--- src/rtl/pcie_cfg_tlp_trans.sv ---
// rtl/pcie_cfg_tlp_trans.sv - config request to CfgRd/CfgWr TLP generator and completion matcher
// Optional completion timeout is enabled by defining PCIE_CFG_CPL_TIMEOUT_EN.
module pcie_cfg_tlp_trans #(
  parameter int CPL_TIMEOUT_CYCLES = 65535
) (
  input  logic        pclk_div2,
  input  logic        apb_rst_n,
  input  logic        pcie_cfg_ctrl_en,
  input  logic        pcie_cfg_fmt,
  input  logic        pcie_cfg_type,
  input  logic [7:0]  pcie_cfg_tag,
  input  logic [3:0]  pcie_cfg_fbe,
  input  logic [15:0] pcie_cfg_req_id,
  input  logic [15:0] pcie_cfg_des_id,
  input  logic [9:0]  pcie_cfg_reg_num,
  input  logic [31:0] pcie_cfg_tx_data,
  input  logic        tx_en,
  output logic        pcie_cfg_cpl_rcv,
  output logic [2:0]  pcie_cfg_cpl_status,
  output logic [31:0] pcie_cfg_rx_data,
  output logic        cfg_busy,
  output logic        cfg_tlp_tx_valid,
  input  logic        cfg_tlp_tx_ready,
  output logic [31:0] cfg_tlp_tx_data,
  output logic        cfg_tlp_tx_sop,
  output logic        cfg_tlp_tx_eop,
  input  logic        cfg_tlp_rx_valid,
  input  logic [31:0] cfg_tlp_rx_data,
  input  logic        cfg_tlp_rx_sop,
  input  logic        cfg_tlp_rx_eop
);

  typedef enum logic [2:0] {IDLE, TX_H0, TX_H1, TX_H2, TX_D, WAIT_CPL} state_t;
  state_t state_q, state_d;

  logic        tx_en_d;
  logic        fmt_q, type_q, abort_q;
  logic [7:0]  tag_q;
  logic [3:0]  fbe_q;
  logic [15:0] req_id_q, des_id_q;
  logic [9:0]  reg_num_q;
  logic [31:0] tx_data_q;

  logic        rx_live_q, rx_is_cpl_q, rx_is_cpld_q, rx_wait_q, rx_match_q;
  logic [1:0]  rx_beat_q;
  logic [2:0]  rx_status_q;

  logic        accept, in_tx, tx_hs, stop_after_tlp;
  logic        hdr_match, fire_match, timeout_fire;
  logic [31:0] fire_data;

  assign accept         = (state_q == IDLE) && pcie_cfg_ctrl_en && tx_en && !tx_en_d;
  assign in_tx          = (state_q == TX_H0) || (state_q == TX_H1) ||
                          (state_q == TX_H2) || (state_q == TX_D);
  assign tx_hs          = cfg_tlp_tx_valid && cfg_tlp_tx_ready;
  assign stop_after_tlp = abort_q || !pcie_cfg_ctrl_en;
  assign cfg_busy       = (state_q != IDLE);

  always_comb begin
    cfg_tlp_tx_valid = in_tx;
    cfg_tlp_tx_sop   = (state_q == TX_H0);
    cfg_tlp_tx_eop   = ((state_q == TX_H2) && !fmt_q) || (state_q == TX_D);
    cfg_tlp_tx_data  = 32'd0;
    case (state_q)
      TX_H0:   cfg_tlp_tx_data = {(fmt_q ? 3'b010 : 3'b000), 4'b0010, type_q, 14'd0, 10'd1};
      TX_H1:   cfg_tlp_tx_data = {req_id_q, tag_q, 4'b0000, fbe_q};
      TX_H2:   cfg_tlp_tx_data = {des_id_q, 4'b0000, reg_num_q[9:6], reg_num_q[5:0], 2'b00};
      TX_D:    cfg_tlp_tx_data = tx_data_q;
      default: cfg_tlp_tx_data = 32'd0;
    endcase
  end

  // A completion only counts if it both started and finished while we were waiting.
  assign hdr_match = rx_is_cpl_q && rx_wait_q && (state_q == WAIT_CPL) &&
                     (cfg_tlp_rx_data[31:16] == req_id_q) && (cfg_tlp_rx_data[15:8] == tag_q);

  always_comb begin
    fire_match = 1'b0;
    fire_data  = 32'd0;
    if (cfg_tlp_rx_valid && !cfg_tlp_rx_sop && rx_live_q) begin
      if ((rx_beat_q == 2'd2) && !rx_is_cpld_q && hdr_match) begin
        fire_match = 1'b1;
      end else if ((rx_beat_q == 2'd3) && rx_is_cpld_q && rx_match_q && (state_q == WAIT_CPL)) begin
        fire_match = 1'b1;
        fire_data  = cfg_tlp_rx_data;
      end
    end
  end

`ifdef PCIE_CFG_CPL_TIMEOUT_EN
  localparam int CW = $clog2(CPL_TIMEOUT_CYCLES + 1);
  logic [CW-1:0] to_cnt_q;

  always_ff @(posedge pclk_div2 or negedge apb_rst_n) begin
    if (!apb_rst_n)                to_cnt_q <= '0;
    else if (state_q != WAIT_CPL)  to_cnt_q <= '0;
    else                           to_cnt_q <= to_cnt_q + 1'b1;
  end

  assign timeout_fire = (state_q == WAIT_CPL) && pcie_cfg_ctrl_en && !fire_match &&
                        (to_cnt_q == CW'(CPL_TIMEOUT_CYCLES - 1));
`else
  assign timeout_fire = 1'b0;
`endif

  always_comb begin
    state_d = state_q;
    case (state_q)
      IDLE:     if (accept) state_d = TX_H0;
      TX_H0:    if (tx_hs) state_d = TX_H1;
      TX_H1:    if (tx_hs) state_d = TX_H2;
      TX_H2:    if (tx_hs) state_d = fmt_q ? TX_D : (stop_after_tlp ? IDLE : WAIT_CPL);
      TX_D:     if (tx_hs) state_d = stop_after_tlp ? IDLE : WAIT_CPL;
      WAIT_CPL: if (fire_match || timeout_fire || !pcie_cfg_ctrl_en) state_d = IDLE;
      default:  state_d = IDLE;
    endcase
  end

  always_ff @(posedge pclk_div2 or negedge apb_rst_n) begin
    if (!apb_rst_n) begin
      state_q   <= IDLE;
      tx_en_d   <= 1'b0;
      abort_q   <= 1'b0;
      fmt_q     <= 1'b0;
      type_q    <= 1'b0;
      tag_q     <= 8'd0;
      fbe_q     <= 4'd0;
      req_id_q  <= 16'd0;
      des_id_q  <= 16'd0;
      reg_num_q <= 10'd0;
      tx_data_q <= 32'd0;
    end else begin
      state_q <= state_d;
      tx_en_d <= tx_en;
      if (state_q == IDLE)                abort_q <= 1'b0;
      else if (in_tx && !pcie_cfg_ctrl_en) abort_q <= 1'b1;
      if (accept) begin
        fmt_q     <= pcie_cfg_fmt;
        type_q    <= pcie_cfg_type;
        tag_q     <= pcie_cfg_tag;
        fbe_q     <= pcie_cfg_fbe;
        req_id_q  <= pcie_cfg_req_id;
        des_id_q  <= pcie_cfg_des_id;
        reg_num_q <= pcie_cfg_reg_num;
        tx_data_q <= pcie_cfg_tx_data;
      end
    end
  end

  // Parser restarts on every sop so a truncated TLP can never poison the next one.
  always_ff @(posedge pclk_div2 or negedge apb_rst_n) begin
    if (!apb_rst_n) begin
      rx_live_q    <= 1'b0;
      rx_beat_q    <= 2'd0;
      rx_is_cpl_q  <= 1'b0;
      rx_is_cpld_q <= 1'b0;
      rx_wait_q    <= 1'b0;
      rx_match_q   <= 1'b0;
      rx_status_q  <= 3'd0;
    end else if (cfg_tlp_rx_valid) begin
      if (cfg_tlp_rx_sop) begin
        rx_live_q    <= !cfg_tlp_rx_eop;
        rx_beat_q    <= 2'd1;
        rx_is_cpl_q  <= (cfg_tlp_rx_data[28:24] == 5'b01010) &&
                        ((cfg_tlp_rx_data[31:29] == 3'b000) || (cfg_tlp_rx_data[31:29] == 3'b010));
        rx_is_cpld_q <= (cfg_tlp_rx_data[28:24] == 5'b01010) && (cfg_tlp_rx_data[31:29] == 3'b010);
        rx_wait_q    <= (state_q == WAIT_CPL);
        rx_match_q   <= 1'b0;
      end else if (rx_live_q) begin
        case (rx_beat_q)
          2'd1: begin
            rx_status_q <= cfg_tlp_rx_data[15:13];
            rx_beat_q   <= 2'd2;
          end
          2'd2: begin
            rx_match_q <= hdr_match;
            rx_beat_q  <= 2'd3;
            if (!rx_is_cpld_q) rx_live_q <= 1'b0;
          end
          default: rx_live_q <= 1'b0;
        endcase
        if (cfg_tlp_rx_eop) rx_live_q <= 1'b0;
      end
    end
  end

  always_ff @(posedge pclk_div2 or negedge apb_rst_n) begin
    if (!apb_rst_n) begin
      pcie_cfg_cpl_rcv    <= 1'b0;
      pcie_cfg_cpl_status <= 3'd0;
      pcie_cfg_rx_data    <= 32'd0;
    end else begin
      pcie_cfg_cpl_rcv <= fire_match || timeout_fire;
      if (fire_match) begin
        pcie_cfg_cpl_status <= rx_status_q;
        pcie_cfg_rx_data    <= fire_data;
      end else if (timeout_fire) begin
        pcie_cfg_cpl_status <= 3'b111;
        pcie_cfg_rx_data    <= 32'd0;
      end
    end
  end

endmodule

--- config.mk ---
export PLATFORM = sky130hd
export DESIGN_NAME = pcie_cfg_tlp_trans
export DESIGN_NICKNAME = d
export VERILOG_FILES = /design/src/rtl/pcie_cfg_tlp_trans.sv
export SDC_FILE = /design/constraint.sdc
export NUM_CORES = 1
export LEC_CHECK = 0
export ABC_CLOCK_PERIOD_IN_PS = 2680
export CORE_MARGIN = 1.5
export CORE_UTILIZATION = 47
export CTS_CLUSTER_SIZE = 16
export DETAILED_ROUTE_END_ITERATION = 7
export HOLD_SLACK_MARGIN = 0.05
export PLACE_DENSITY = 0.84
export SLEW_MARGIN = 40
export SYNTH_ARGS = -nofsm -noshare
export SYNTH_HDL_FRONTEND = slang
export SYNTH_SLANG_ARGS = --single-unit
--- constraint.sdc ---
create_clock -name pclk_div2 -period 2.68 [get_ports pclk_div2]
set_input_delay 0.536 -clock pclk_div2 [delete_from_list [all_inputs] [get_ports pclk_div2]]
set_output_delay 0.536 -clock pclk_div2 [all_outputs]
set_load 0.05 [all_outputs]
# After elaboration in Yosys (flattened, before gate mapping)
# Index checks and enable logic that the tools add are counted.
# classes
eq_ne	18
n_mux	30
bitwise_logic	1
reduce_logical	44
# op_table
operator	count
32-bit case mux with 4 select lines	1
32-bit two-way mux	3
3-bit two-way mux	8
1-bit logical AND	19
3-bit case mux with 6 select lines	1
16-bit == test	1
1-bit two-way mux	12
3-bit by 2-bit == test with 1-bit output, second input constant	3
8-bit == test	1
2-bit != test, second input constant	4
1-bit logical OR	7
3-bit == test, second input constant	2
1-bit logical NOT	6
3-bit logical NOT	2
2-bit two-way mux	3
3-bit AND reduction	2
6-bit AND reduction	1
2-bit nonzero test	3
3-bit nonzero test	2
5-bit by 4-bit == test with 1-bit output, second input constant	1
2-bit == test, second input constant	2
2-bit by 1-bit != test with 1-bit output, second input constant	2
2-bit case mux with 2 select lines	1
4-bit AND reduction	1
other kinds (5)	5
# totals
regBits	139
input_bits	128
out_inout_bits	72
wordCells	114

# Depth between registers and ports, before layout
# depth
depth_word	10
mapped_depth	8
depth_no_buf	7

# Worst setup path after synthesis
# OpenSTA, ideal clock, no wires.
# synth_path
path_type	reg2out
startpoint	register state_q[0]
endpoint	output port cfg_tlp_tx_data[17]
t_arrival_ns	2.447
t_required_ns	2.144
setup_slack_ns	-0.303
path_stages_with_launch	6
path_buffers	3
cell_sequence	dfrtp_1 buf_2 buf_1 buf_1 mux2i_1 o21ai_0
# synth_between
elab_chain_len	2
elab_cells_between_ends	5
cone_classes	4 x eq/ne; 1 x mux
# synth_lines
element	line	source
start: declaration	34	state_t state_q, state_d;
start signal: assignment	133	state_q <= state_d;
3-bit == test (tied with other cells)	64	case (state_q)
32-bit case mux with 4 select lines *	64	
end: declaration	24	output logic [31:0] cfg_tlp_tx_data,
# Every way passes the cells marked *; elsewhere a longest branch is shown, timed or not.

# Worst setup path after layout
# layout_path
startpoint	input port cfg_tlp_rx_data[12]
endpoint	register pcie_cfg_rx_data[15]
# layout_between
elab_chain_len	5
elab_cells_between_ends	7
cone_classes	1 x eq/ne; 4 x mux; 2 x reduce/logical
# layout_lines
element	line	source
start: declaration	28	input logic [31:0] cfg_tlp_rx_data,
8-bit == test *	75	(cfg_tlp_rx_data[31:16] == req_id_q) && (cfg_tlp_rx_data[15:8] == tag_q);
1-bit logical AND *	75	
1-bit logical AND *	81	if ((rx_beat_q == 2'd2) && !rx_is_cpld_q && hdr_match) begin
32-bit two-way mux or 1-bit two-way mux (tied branches)	81	
32-bit two-way mux or 1-bit two-way mux (tied branches)	80	if (cfg_tlp_rx_valid && !cfg_tlp_rx_sop && rx_live_q) begin
end signal: assignment	196	pcie_cfg_rx_data <= fire_data;
end: declaration	20	output logic [31:0] pcie_cfg_rx_data,
# Marks and branches as above.
# A chain may end at the register's enable or synchronous reset.

==> results.md <==
- Ranking of synthesized cells by area: dfrtp_1 55%, mux2_2 16%, a22o_1 5.0%, mux2i_1 3.0%, o21ai_0 2.5%
- Hold_buf cts: 0
- Total CTS buffers: 17
- Mapped Nets: 633
- Critical path endpoint category: flop
- Die W: 119 microns
- Final Skew: 0.0124 ns
- Final Max Slew Viols: 0
- Clock slew at reported path FFs: 0.06 ns
- Layout cells sized above 1: 27.2%
- CP max FO: 10
- Clk network pwr share: 20.6%
- Root Buffer: clkbuf_16
- Largest delay share family, worst path: buffers and inverters
- Yosys top cell area share: 55.3%
- Synth area leader: dfrtp_1
- Critical path data arrival time: 2.88 ns
- Initial DRC count: 301
- Gate Count Post-Synth: 502
- Crit path cell chain: clkdlybuf4s50_1 > xor2_1 > nor4_1 > buf_4 > nand3_1 > o41a_2 > buf_4 > a22o_1
- Endpoints failing hold: 0
- Row cnt: 42
- Combinational share of power: 47.5%
- Vias in the first global route: 5218
- Clock latency on the worst-skew pair: 0.43 ns
- P_sw: 4060 uW
- Synth unique cells: 48
- FFs w/ async S/R, synth: 100%
- Leading cell type by number of instances after synthesis: dfrtp_1
- Max cap viols: 0
- Mean Syn Cell Area: 12.5 sq um
- Syn Std Cell Area: 6290 sq um
- Placed cell area: 9000 sq um
- Core area: 13100 sq um
- Final instance area: 9570 sq um
- Int Power: 6610 uW
- Final setup vio count: 0
- Number of synthesized register bits: 139
- Area grow syn2layout: 52.0%
- Via density per instance: 5.48
- Initial core utilization: 47.9%
- GR Overflow Total: 0
- Longest Clk Path Bufs: 2
- Pwr Density: 1120 nW/um^2
- Slowest Stage Delay on Critical Path: 0.63 ns
- Min Hold Slack: 0.103 ns
- Top post-synthesis cells by count: 139 x dfrtp_1, 91 x mux2_2, 36 x a22o_1
- DRT Wirelength: 17700 microns
- Setup crit start kind: primary input
- Req. time, crit path: 2.99 ns
- RePlAce Congestion: 0.931
- I/O pins: 200
- Hold Crit Class: primary input to async pin
- Sequential element share of the synthesized area: 55.3%
- Detail Route Antenna Nets: 0
- Total iterations of the first detailed-routing run: 5
- Clock Sinks: 139
- Least-Margin Pin Slew: 0.633 ns
- ANT cells: 0
- Min cycle time layout: 2.57 ns
- Fin crit share: 95.9%
- Switch share: 38.0%
- Post_cts resized: 0
- Synth Flop Type: dfrtp_1
- TritonCTS clock tree: yes
- CP Buf/Inv Count: 3
- Synth warnings: 0
- Post-CTS setup buffer count: 0
- H-tree depth: 4
- Placed wire-length estimate: 12900 microns
- Critical path's slowest cell: o41a_2
- DRC: 0
- DIE AREA: 14100 sq um
- DR vias: 4966
- Worst VDD drop: 0.828 mV
- EDFF count, synth: 0
- Placed cells: 875
- Most used cell, CP: buf_4
- IO Port Bufs: 199
- Overall routing resource usage: 26.2%
- Max Freq: 389 MHz
- Nets@finish: 849
- Rel. slew slack: 57.8%
- Pwr Total: 10700 uW
- First-pass GRT wire length: 28200 microns
- RSZ-0062 raised after global routing: no
- Drt wl/cell: 19.5 microns
- Status: finished clean
- Crit Path Category: primary input to flop
- Initial antenna violation count: 0
- Die height: 119 microns
- Seq pwr share: 32.0%
- Lkg Pwr: 0.00414 uW
- Non-Filler Instances: 907
- Pin count of the biggest net entering global routing: 68
-- final timing paths --
path	endpoint	startpoint	depth (start not counted)	slack, ns
max	pcie_cfg_rx_data[15]	cfg_tlp_rx_data[12]	8	0.11
min	pcie_cfg_rx_data[25]	apb_rst_n	1	0.10
max reg2reg	pcie_cfg_rx_data[15]	rx_beat_q[0]	7	0.12
min reg2reg	pcie_cfg_cpl_status[0]	rx_status_q[0]	1	0.50
max in group asynchronous	pcie_cfg_rx_data[2]	apb_rst_n	2	1.86
min in group pclk_div2	pcie_cfg_cpl_status[0]	rx_status_q[0]	1	0.50
-- cell families (layout without fill, tap and decap cells) --
| group | after synthesis | after routing | share of synthesized area (%) |
|---|---|---|---|
| simple gates | 86 | 86 | 6.78 |
| buf+inv | 39 | 268 | 2.92 |
| compound gates | 101 | 101 | 11.5 |
| fa+ha+maj | 3 | 3 | 0.597 |
| mux | 113 | 113 | 20.0 |
| flops | 139 | 139 | 55.3 |
| xor+xnor | 21 | 21 | 2.92 |
-- power groups by stage --
stage	Clock, uW	Sequential [uW]	Combinational, uW
final	2200	3410	5070
after global placement	0	3370	4950
after detailed placement	0	3430	5070
after floorplan	0	3170	2910
after global routing	2350	3500	5320
after CTS	2240	3400	5100
-- metrics by stage --
step	setup TNS, ns	setup WS (ns)	utilization, %
global placement	-8.30	-0.244	68.5
global route	0	0.0331	72.8
floorplan	0	0.00436	-
CTS	0	0.0910	72.8
finish	0	0.111	72.8
detailed placement	-8.72	-0.270	68.5
-- state kept, by name, summed over array words and instances, names as in the netlist, 2 cells and up --
register	cells
state_q	3
rx_beat_q	2
tag_q	8
rx_status_q	3
pcie_cfg_rx_data	32
tx_data_q	32
req_id_q	16
reg_num_q	10
fbe_q	4
pcie_cfg_cpl_status	3
des_id_q	16
-- worst reg2reg max path, cell delays in order, from the launching register on --
cell     delay, ns
dfrtp_1       0.42
inv_1         0.11
ha_1          0.28
nand4_1       0.11
or4_1         0.57
o41a_2        0.53
buf_4         0.23
a22o_1        0.20
-- placed cells by master (no fill, tap or decap), drive strengths merged, types with 5 or more instances in the layout --
cell type	count
a21oi	7
a22o	36
a22oi	8
buf	65
clkbuf	18
clkdlybuf4s50	162
clkinv	7
clkinvlp	6
dfrtp	139
inv	9
mux2	94
mux2i	19
nand2	34
nand2b	7
nand3	5
nor2	15
o21ai	32
xnor2	5
xor2	16
-- area by class of cell --
type	count	area [sq um]
fillers	889	3570
flip-flops and latches	139	3480
multi-input cells	324	2650
repair buffers	227	2610
clock buffers	18	439
well taps	176	220
clock inverters	14	125
inverters	9	33.8
-- metal layers --
| layer | global-route usage, % | part of all wire [%] | up-vias |
|---|---|---|---|
| met4 | 9.34 | 2.0 | 0 |
| li1 | - | - | 2246 |
| met3 | 8.74 | 8.6 | 26 |
| met5 | 0 | 0 | - |
| met1 | 33.2 | 40 | 2475 |
| met2 | 42.2 | 49 | 219 |
(Power assumes the default switching activity.)
==> variant (config.mk and constraints unchanged) <==
Build with the macro `PCIE_CFG_CPL_TIMEOUT_EN` defined.
--- a/src/rtl/pcie_cfg_tlp_trans.sv
+++ b/src/rtl/pcie_cfg_tlp_trans.sv
@@ -2,2 +2,4 @@
 // Optional completion timeout is enabled by defining PCIE_CFG_CPL_TIMEOUT_EN.
+`define PCIE_CFG_CPL_TIMEOUT_EN
+
 module pcie_cfg_tlp_trans #(
Behaviour: same outputs for any inputs over 10 cycles, from zero or initial values and one cycle with apb_rst_n low; that may be too few to reach the edited logic, so the function may still have changed.
==> variant against the unedited design <==
Final area grew 9.3%. Combinational power shrank 4.1%. Sequential cell count is 16 higher. Sequential power is 6.2% higher. Power is 2.6% higher. Count of clock-buffer cells in the layout grew 9. Final cell count rose by 13%. Area after synthesis up 13%. Sequential share of layout area up 0.75 points. Setup slack got worse by 0.015 ns. Wire length up 9.7%. Highest routed layer unchanged.
==> variant: results (changes against the unedited design) <==
metric	value	unit	change
crit_start	state_q[2]$_DFFE_PN0P_		
grt_pass1_wl	31000	µm	+10%
ys_warn_count	0		unchanged
cpMaxStageDelayCell	dfrtp_1		
crit_fanout	18		+8
grt_pass1_vias	6033		+16%
rr_worst_depth	9		+2
vias	5656		+14%
dpl_cell_area	0.00982	mm²	+9.1%
slew_headroom	52.1	%	-5.7 points
synthArstFlopShare	100	%	unchanged
fill_cells	1021		+15%
dp_hpwl	14300	µm	+10%
max_stage_delay	0.38	ns	-0.25 ns
nets	960		+13%
synth_nets	740		+17%
p_int	6980	µW	+5.6%
ys_types	50		+4.2%
cts_root_buf	clkbuf_16		
first_pass_iters	7		+2
synth_common_cells	155 x dfrtp_1, 87 x mux2_2, 62 x nand2_1, 40 x nor2_1, 35 x o21ai_0		
synth_area_leaders	dfrtp_1 54%, mux2_2 14%, nand2_1 3.3%		
synth_compound_area_share	9.82	%	-1.7 points
grt_usage	25.4	%	-0.80 points
gp_congestion	0.854		-8.3%
routed_wl	19400	µm	+9.7%
p_leak	0.00449	µW	+8.5%
irDropWorstVdd	0.000834	V	+0.68%
ys_seq_area_share	54.4	%	-0.91 points
status	finished, final reports clean		
synth.area.mux_share	16.8	%	-3.2 points
ff_latch_area	0.00388	mm²	+12%
path_clk_slew	0.06	ns	about the same
yosys.area_share.xor_xnor	4.17	%	+1.3 points
grt_max_degree	66		-2.9%
insertion_delay	0.42	ns	
drive_gt1_share	24.2	%	-3.1 points
crit_arrival	2.05	ns	-0.83 ns
port_buffers	199		unchanged
cts_made_buffers	17		unchanged
clockBufferDepth	2		unchanged
preCtsSetupSlack	-0.168	ns	+0.102 ns
drtIter0Drc	307		+2.0%
synth_fa_ha_area_share	0.877	%	+0.28 points
clock_skew	0.0116	ns	-0.000794 ns
hp-class	in -> async		
[variant: cell count changes in the layout (fill, tap and decap cells not counted), moves of 6 or more]
cell,before,now
nand3_1,5,16
nand2_1,34,62
clkbuf_8,1,8
dfrtp_1,138,154
a22o_1,36,20
nor2_1,14,38
xnor2_1,5,18
nor2b_1,2,8
o21ai_1,14,21
[variant: power groups by stage]
| stage | Clock, µW | Sequential, µW | Combinational (µW) |
|---|---|---|---|
| detailed placement | 0 | 3660 | 4840 |
| global route | 2610 | 3700 | 5120 |
| global placement | 0 | 3600 | 4740 |
| floorplan | 0 | 3410 | 2810 |
| CTS | 2510 | 3620 | 4880 |
| finish | 2470 | 3620 | 4860 |
[variant: what timing repair did]
| action | 4_1_cts | 5_1_grt |
|---|---|---|
| setup endpoints to repair | 5 | 2 |
| hold endpoints to repair | 0 | 0 |
| gates resized for setup | 4 | 3 |
[variant: path summary, 6_finish.rpt]
path | slack [ns] | end
setup / recovery | 0.1 | cfg_tlp_tx_data[22]
hold / removal | 0.09 | pcie_cfg_rx_data[0]$_DFFE_PN0P_
setup reg to reg | 0.28 | pcie_cfg_rx_data[8]$_DFFE_PN0P_
hold reg to reg | 0.49 | to_cnt_q[0]$_DFF_PN0_
max in group asynchronous | 1.81 | tx_data_q[12]$_DFFE_PN0P_
min in group pclk_div2 | 0.49 | to_cnt_q[0]$_DFF_PN0_
[variant: cells by family after synthesis]
| group | count (synthesis) |
|---|---|
| simple gates | 156 |
| flops | 155 |
| mux | 109 |
| buf+inv | 44 |
| xor+xnor | 34 |
| compound gates | 104 |
| fa+ha+maj | 5 |
[variant: area by class of cell]
type | count | share of cell area, %
flip-flops and latches | 155 | 37.1
multi-input cells | 408 | 29.1
repair buffers | 232 | 25.2
clock buffers | 27 | 5.20
well taps | 184 | 2.20
clock inverters | 5 | 0.742
inverters | 13 | 0.467
[variant: per-stage QoR]
stage	instances	total power, µW	hold slack, ns
CTS	1024	11000	0.118
detailed placement	992	8500	0.476
global route	1024	11400	0.153
finish	1024	10900	0.0937
floorplan	607	6210	0.240
global placement	991	8340	0.472
[variant: metal layers]
metal	up-vias	track usage, %	wire (µm)
met5	-	0	0
met4	0	8.72	315
met3	24	5.40	1290
met2	226	42.8	9790
met1	2820	32.8	8000
li1	2586	-	-
